===== src/rtl/dec_scan_ctrl.sv =====
// Scan sequencer for a 3-to-8 decoder: sweeps select 0..7 with a programmable
// enable-high dwell per address and an optional enable-low blanking gap.
module dec_scan_ctrl #(
    parameter int DWELL_W   = 8,
    parameter int BLANK_CYC = 1
) (
    input  logic               clk,
    input  logic               rst_n,
    input  logic               start,
    input  logic               stop,
    input  logic               mode_cont,
    input  logic [DWELL_W-1:0] dwell,
    output logic [2:0]         a,
    output logic               en,
    output logic               busy,
    output logic               done
);

    typedef enum logic [1:0] {
        IDLE  = 2'd0,
        BLANK = 2'd1,
        DRIVE = 2'd2
    } state_t;

    localparam logic [3:0] BLANK_LD  = 4'(BLANK_CYC);
    localparam bit         HAS_BLANK = (BLANK_CYC > 0);

    state_t             state, state_n;
    logic [2:0]         a_n;
    logic               done_n;
    logic               mode_q, mode_q_n;
    logic [DWELL_W-1:0] dwell_q, dwell_q_n;
    logic [DWELL_W-1:0] cnt, cnt_n;
    logic [3:0]         bcnt, bcnt_n;
    logic [DWELL_W-1:0] dwell_eff;

    // A zero dwell would never terminate the countdown, so it runs as one cycle.
    assign dwell_eff = (dwell == '0) ? DWELL_W'(1) : dwell;

    always_comb begin
        state_n   = state;
        a_n       = a;
        done_n    = 1'b0;
        mode_q_n  = mode_q;
        dwell_q_n = dwell_q;
        cnt_n     = cnt;
        bcnt_n    = bcnt;

        case (state)
            IDLE: begin
                a_n = 3'd0;
                if (start) begin
                    dwell_q_n = dwell_eff;
                    mode_q_n  = mode_cont;
                    if (HAS_BLANK) begin
                        state_n = BLANK;
                        bcnt_n  = BLANK_LD;
                    end else begin
                        state_n = DRIVE;
                        cnt_n   = dwell_eff;
                    end
                end
            end

            BLANK: begin
                if (stop) begin
                    state_n = IDLE;
                    a_n     = 3'd0;
                    cnt_n   = '0;
                    bcnt_n  = '0;
                end else if (bcnt == 4'd1) begin
                    state_n = DRIVE;
                    bcnt_n  = '0;
                    cnt_n   = dwell_q;
                end else begin
                    bcnt_n = bcnt - 4'd1;
                end
            end

            DRIVE: begin
                if (stop) begin
                    state_n = IDLE;
                    a_n     = 3'd0;
                    cnt_n   = '0;
                    bcnt_n  = '0;
                end else if (cnt == DWELL_W'(1)) begin
                    if (a == 3'd7 && !mode_q) begin
                        state_n = IDLE;
                        a_n     = 3'd0;
                        done_n  = 1'b1;
                        cnt_n   = '0;
                    end else begin
                        // 3-bit increment wraps 7 -> 0 in continuous mode
                        a_n = a + 3'd1;
                        if (HAS_BLANK) begin
                            state_n = BLANK;
                            bcnt_n  = BLANK_LD;
                        end else begin
                            state_n = DRIVE;
                            cnt_n   = dwell_q;
                        end
                    end
                end else begin
                    cnt_n = cnt - DWELL_W'(1);
                end
            end

            default: begin
                state_n = IDLE;
                a_n     = 3'd0;
            end
        endcase
    end

    // Outputs are registered from the next-state decode so they align with state.
    always_ff @(posedge clk or negedge rst_n) begin
        if (!rst_n) begin
            state   <= IDLE;
            a       <= 3'd0;
            en      <= 1'b0;
            busy    <= 1'b0;
            done    <= 1'b0;
            mode_q  <= 1'b0;
            dwell_q <= '0;
            cnt     <= '0;
            bcnt    <= '0;
        end else begin
            state   <= state_n;
            a       <= a_n;
            en      <= (state_n == DRIVE);
            busy    <= (state_n != IDLE);
            done    <= done_n;
            mode_q  <= mode_q_n;
            dwell_q <= dwell_q_n;
            cnt     <= cnt_n;
            bcnt    <= bcnt_n;
        end
    end

endmodule

===== config.mk =====
export PLATFORM = sky130hd
export DESIGN_NAME = dec_scan_ctrl
export DESIGN_NICKNAME = d
export VERILOG_FILES = /design/src/rtl/dec_scan_ctrl.sv
export SDC_FILE = /design/constraint.sdc
export NUM_CORES = 1
export LEC_CHECK = 0
export ABC_AREA = 1
export CORE_MARGIN = 5
export CORE_UTILIZATION = 56
export CTS_CLUSTER_DIAMETER = 150
export CTS_CLUSTER_SIZE = 28
export DETAILED_ROUTE_END_ITERATION = 12
export HOLD_SLACK_MARGIN = 0.06
export PLACE_DENSITY = 0.79
export SYNTH_ARGS = -nofsm -noshare
export SYNTH_HDL_FRONTEND = slang
export SYNTH_SLANG_ARGS = --single-unit

===== constraint.sdc =====
create_clock -name clk -period 1.8 [get_ports clk]
set_input_delay 0.36 -clock clk [delete_from_list [all_inputs] [get_ports clk]]
set_output_delay 0.36 -clock clk [all_outputs]
set_load 0.05 [all_outputs]

==> impl_metrics.yaml <==
outcome:
  status: "completed"
drt:
  route.met2.wl_mm: 1.51
  drc: 0
  wire_per_inst_um: 11.6
  detail_route.iter0.violations: 69
  totalWireLength_mm: 3.43
  dr.pass1.iters: 4
  ant_nets: 0
  via_per_inst: 4.84
  vias: 1434
  top_layer: "met4"
  met3_length_um: 130
  m1WireLength_mm: 1.69
timing:
  hold_viol_final: 0
  fin_crit_sh: 0.916
  skew_ns: 0.0126
  hold_ws_ns: 0.409
  maxSlewViolCount: 0
  rsz0062_at_grt: "false"
  finalSetupViolCount: 0
  tightest_slew_ns: 0.357
  fin_crit_ns: 1.65
  relSlewSlack: 0.762
  tns_ns: 0
  fmax_ghz: 0.607
synth:
  ys_seq_area_frac: 0.415
  yosys.area_share.simple: 0.311
  synthAdderAreaFrac: 0.0787
  yosysMostFrequentCell: "nand2_1"
  syn_avg_cell_area_um2: 7.84
  ys_top_cells_by_area: "dfrtp_1 (42%), nand2_1 (14%), ha_1 (7.9%), inv_1 (6.9%), o21ai_0 (4.0%)"
  ys_top_cells_by_count: "nand2_1 (67), inv_1 (32), dfrtp_1 (29), nor2_1 (17), o21ai_0 (14)"
  yosys_warnings: 0
  async_flop_share: 1.00
  yosys_most_used_dff: "dfrtp_1"
  synth_edf_count: 0
  muxShareOfSynthArea: 0.00644
  synth_area_leader_cell: "dfrtp_1"
  synth_compound_area_frac: 0.0895
  syn-cell-area_um2: 1750
  synth_seq_cells: 29
  synth_xor_area_frac: 0.0150
  synthCells: 223
  netlist.area_leader.share: 0.415
  synth_top_family_by_area: "simple AND/OR/NAND/NOR gates"
  syn-num-nets: 247
  synth_cell_type_count: 30
finish:
  fill_cells: 245
  stdcell_area_um2: 2070
  drive_above_1_share: 0.179
  final_nets: 275
  fin_util: 0.683
  areaGrowthSynthToFinish_pct: 18.3
  diodes: 0
pwr:
  switchingPower_mw: 1.27
  switching_share: 0.444
  p_per_area_nw_per_um2: 1380
  clockPowerShare: 0.157
  p_int_mw: 1.59
  seq_power_share: 0.364
  comb_power_share: 0.479
  power.leakage_nw: 1.13
  ir_drop_mv: 0.800
clock_network:
  clkSinkCount: 29
  cts_inserted_buffers: 5
  clkLatencyLatePin_ns: 0.33
  cts-root-buf: "clkbuf_4"
  path_clk_slew_ns: 0.10
  cts_max_level: 2
  cts_hold_buf: 0
  clockBufferDepth: 2
  cts_tree: "done"
worst_setup_path:
  critPathKind: "register to register"
  slowest_stage: "dfrtp_2"
  r2r_cells: 10
  crit_path_cell_trace: "inv_1 > ha_1 > nand2_4 > inv_1 > nand2_1 > nand3b_1 > nor2_4 > inv_2 > nand2_1 > o21ai_2"
  reg2reg_from: "state[0]"
  timing.rr.end: "bcnt[2]"
  cpPeakStageDelay_ns: 0.43
  cp-start-kind: "register"
  ff2ff_setup_slack_ns: 0.15
  crit_path_max_fanout: 6
  end_kind: "register"
  arrival_ns: 1.88
  worstPathRequired_ns: 2.04
placed_design:
  placed_cell_area_um2: 1990
  hpwl_mm: 2.60
  gp_congestion: 0.849
  port_buffers: 18
die:
  core_area_um2: 3030
  rows: 20
  die_h_um: 65.9
  start_util: 0.577
  dieArea_um2: 4340
  io_pins: 19
  die_w_um: 65.9
hold_path:
  min_path_type: "input port to async pin"
grt:
  grt_pass1_vias: 1451
  overflow: 0
  grt_pass1_wl_mm: 6.47
  antenna_found_initial: 0
  grt_max_degree: 30
  track_usage: 0.195
job:
  maxCapViolCount: 0
[critical path: cells and delay by family (launching register included)]
family | cells | cell delay, ns
adders and majority gates | 1 | 0.25
buffers and inverters | 3 | 0.22
AOI/OAI and AO/OA | 1 | 0.05
and+or+nand+nor | 5 | 0.60
DFF | 1 | 0.43
[sequential cells by signal, indices dropped and copies added, names as in the netlist]
register / count
a: 3
cnt: 8
dwell_q: 8
mode_q: 1
state: 2
bcnt: 4
busy: 1
en: 1
done: 1
[through the flow]
step | total power [mW] | worst slack, ns | instances
after global routing | 3.17 | 0.00299 | 296
final | 2.86 | 0.151 | 296
after detailed placement | 2.40 | 0.0393 | 288
after global placement | 2.36 | 0.0258 | 288
after floorplan | 2.07 | 0.0460 | 223
after CTS | 2.87 | 0.0806 | 296
[layout by cell type (no fill, tap or decap)]
cell type        synthesis  final
inv_4                    1      1
o21a_1                   1      1
nor2_2                   3      4
nor2_1                  17     16
clkdlybuf4s50_1          0     12
a21oi_1                  2      2
inv_1                   32     32
clkinv_2                 1      2
dfrtp_1                 29     28
nand3_1                 11     11
o31ai_1                  1      1
nand4_1                  3      3
clkbuf_8                 0      2
buf_4                    0     10
o211ai_1                 1      1
xor2_1                   2      2
o21ai_4                  1      1
ha_1                    11     11
o21ai_0                 14     14
o21ai_1                  1      1
clkbuf_4                 0      5
o21ai_2                  3      3
nand2_4                  3      3
xnor2_1                  1      1
nand2_2                  5      5
nor3_1                   2      2
nand3b_1                 1      1
o22ai_1                  1      1
mux2_2                   1      1
inv_2                    3      3
nand2_8                  1      1
dfrtp_2                  0      1
nor2_4                   3      3
nand2_1                 67     67
[power by group through the flow]
stage	Clock (mW)	Combinational (mW)	Sequential, mW
after global routing	0.500	1.60	1.07
after global placement	0	1.32	1.04
after detailed placement	0	1.35	1.05
final	0.450	1.37	1.04
after CTS	0.459	1.38	1.04
after floorplan	0	1.02	1.05
[area by class of cell]
cell class,count,area (um2),area share
Sequential cell,29,727,0.351
Timing Repair Buffer,22,195,0.0944
Multi-Input combinational cell,156,878,0.425
Inverter,37,143,0.0690
Clock inverter,1,5.00,0.00242
Tap cell,44,55.1,0.0266
Clock buffer,7,65.1,0.0315
[repair_timing]
item	in CTS	in global routing
gates resized for setup	0	2
buffers inserted	0	0
endpoints found under the setup margin	0	10
[how the worst max path moves through the flow]
stage	from	to
2_1_floorplan	a[0]	cnt[5]
3_3_place_gp	stop	bcnt[2]
3_5_place_dp	stop	bcnt[2]
4_1_cts	state[0]	bcnt[2]
5_1_grt	a[0]	cnt[2]
6_report	state[0]	bcnt[2]
[layer usage]
metal,up-vias,GRT usage
met2,29,0.294
met5,-,0
met4,0,0.0959
met1,643,0.262
li1,752,-
met3,10,0.0425
[kinds of logic after synthesis]
logic type / count (synthesis)
flip-flops: 29
AO/OA/AOI/OAI: 25
AND/OR/NAND/NOR: 116
multiplexers: 1
XOR/XNOR: 3
adder cells (fa/ha/maj): 11
buffers and inverters: 38
Power figures use the tool's default switching activity.
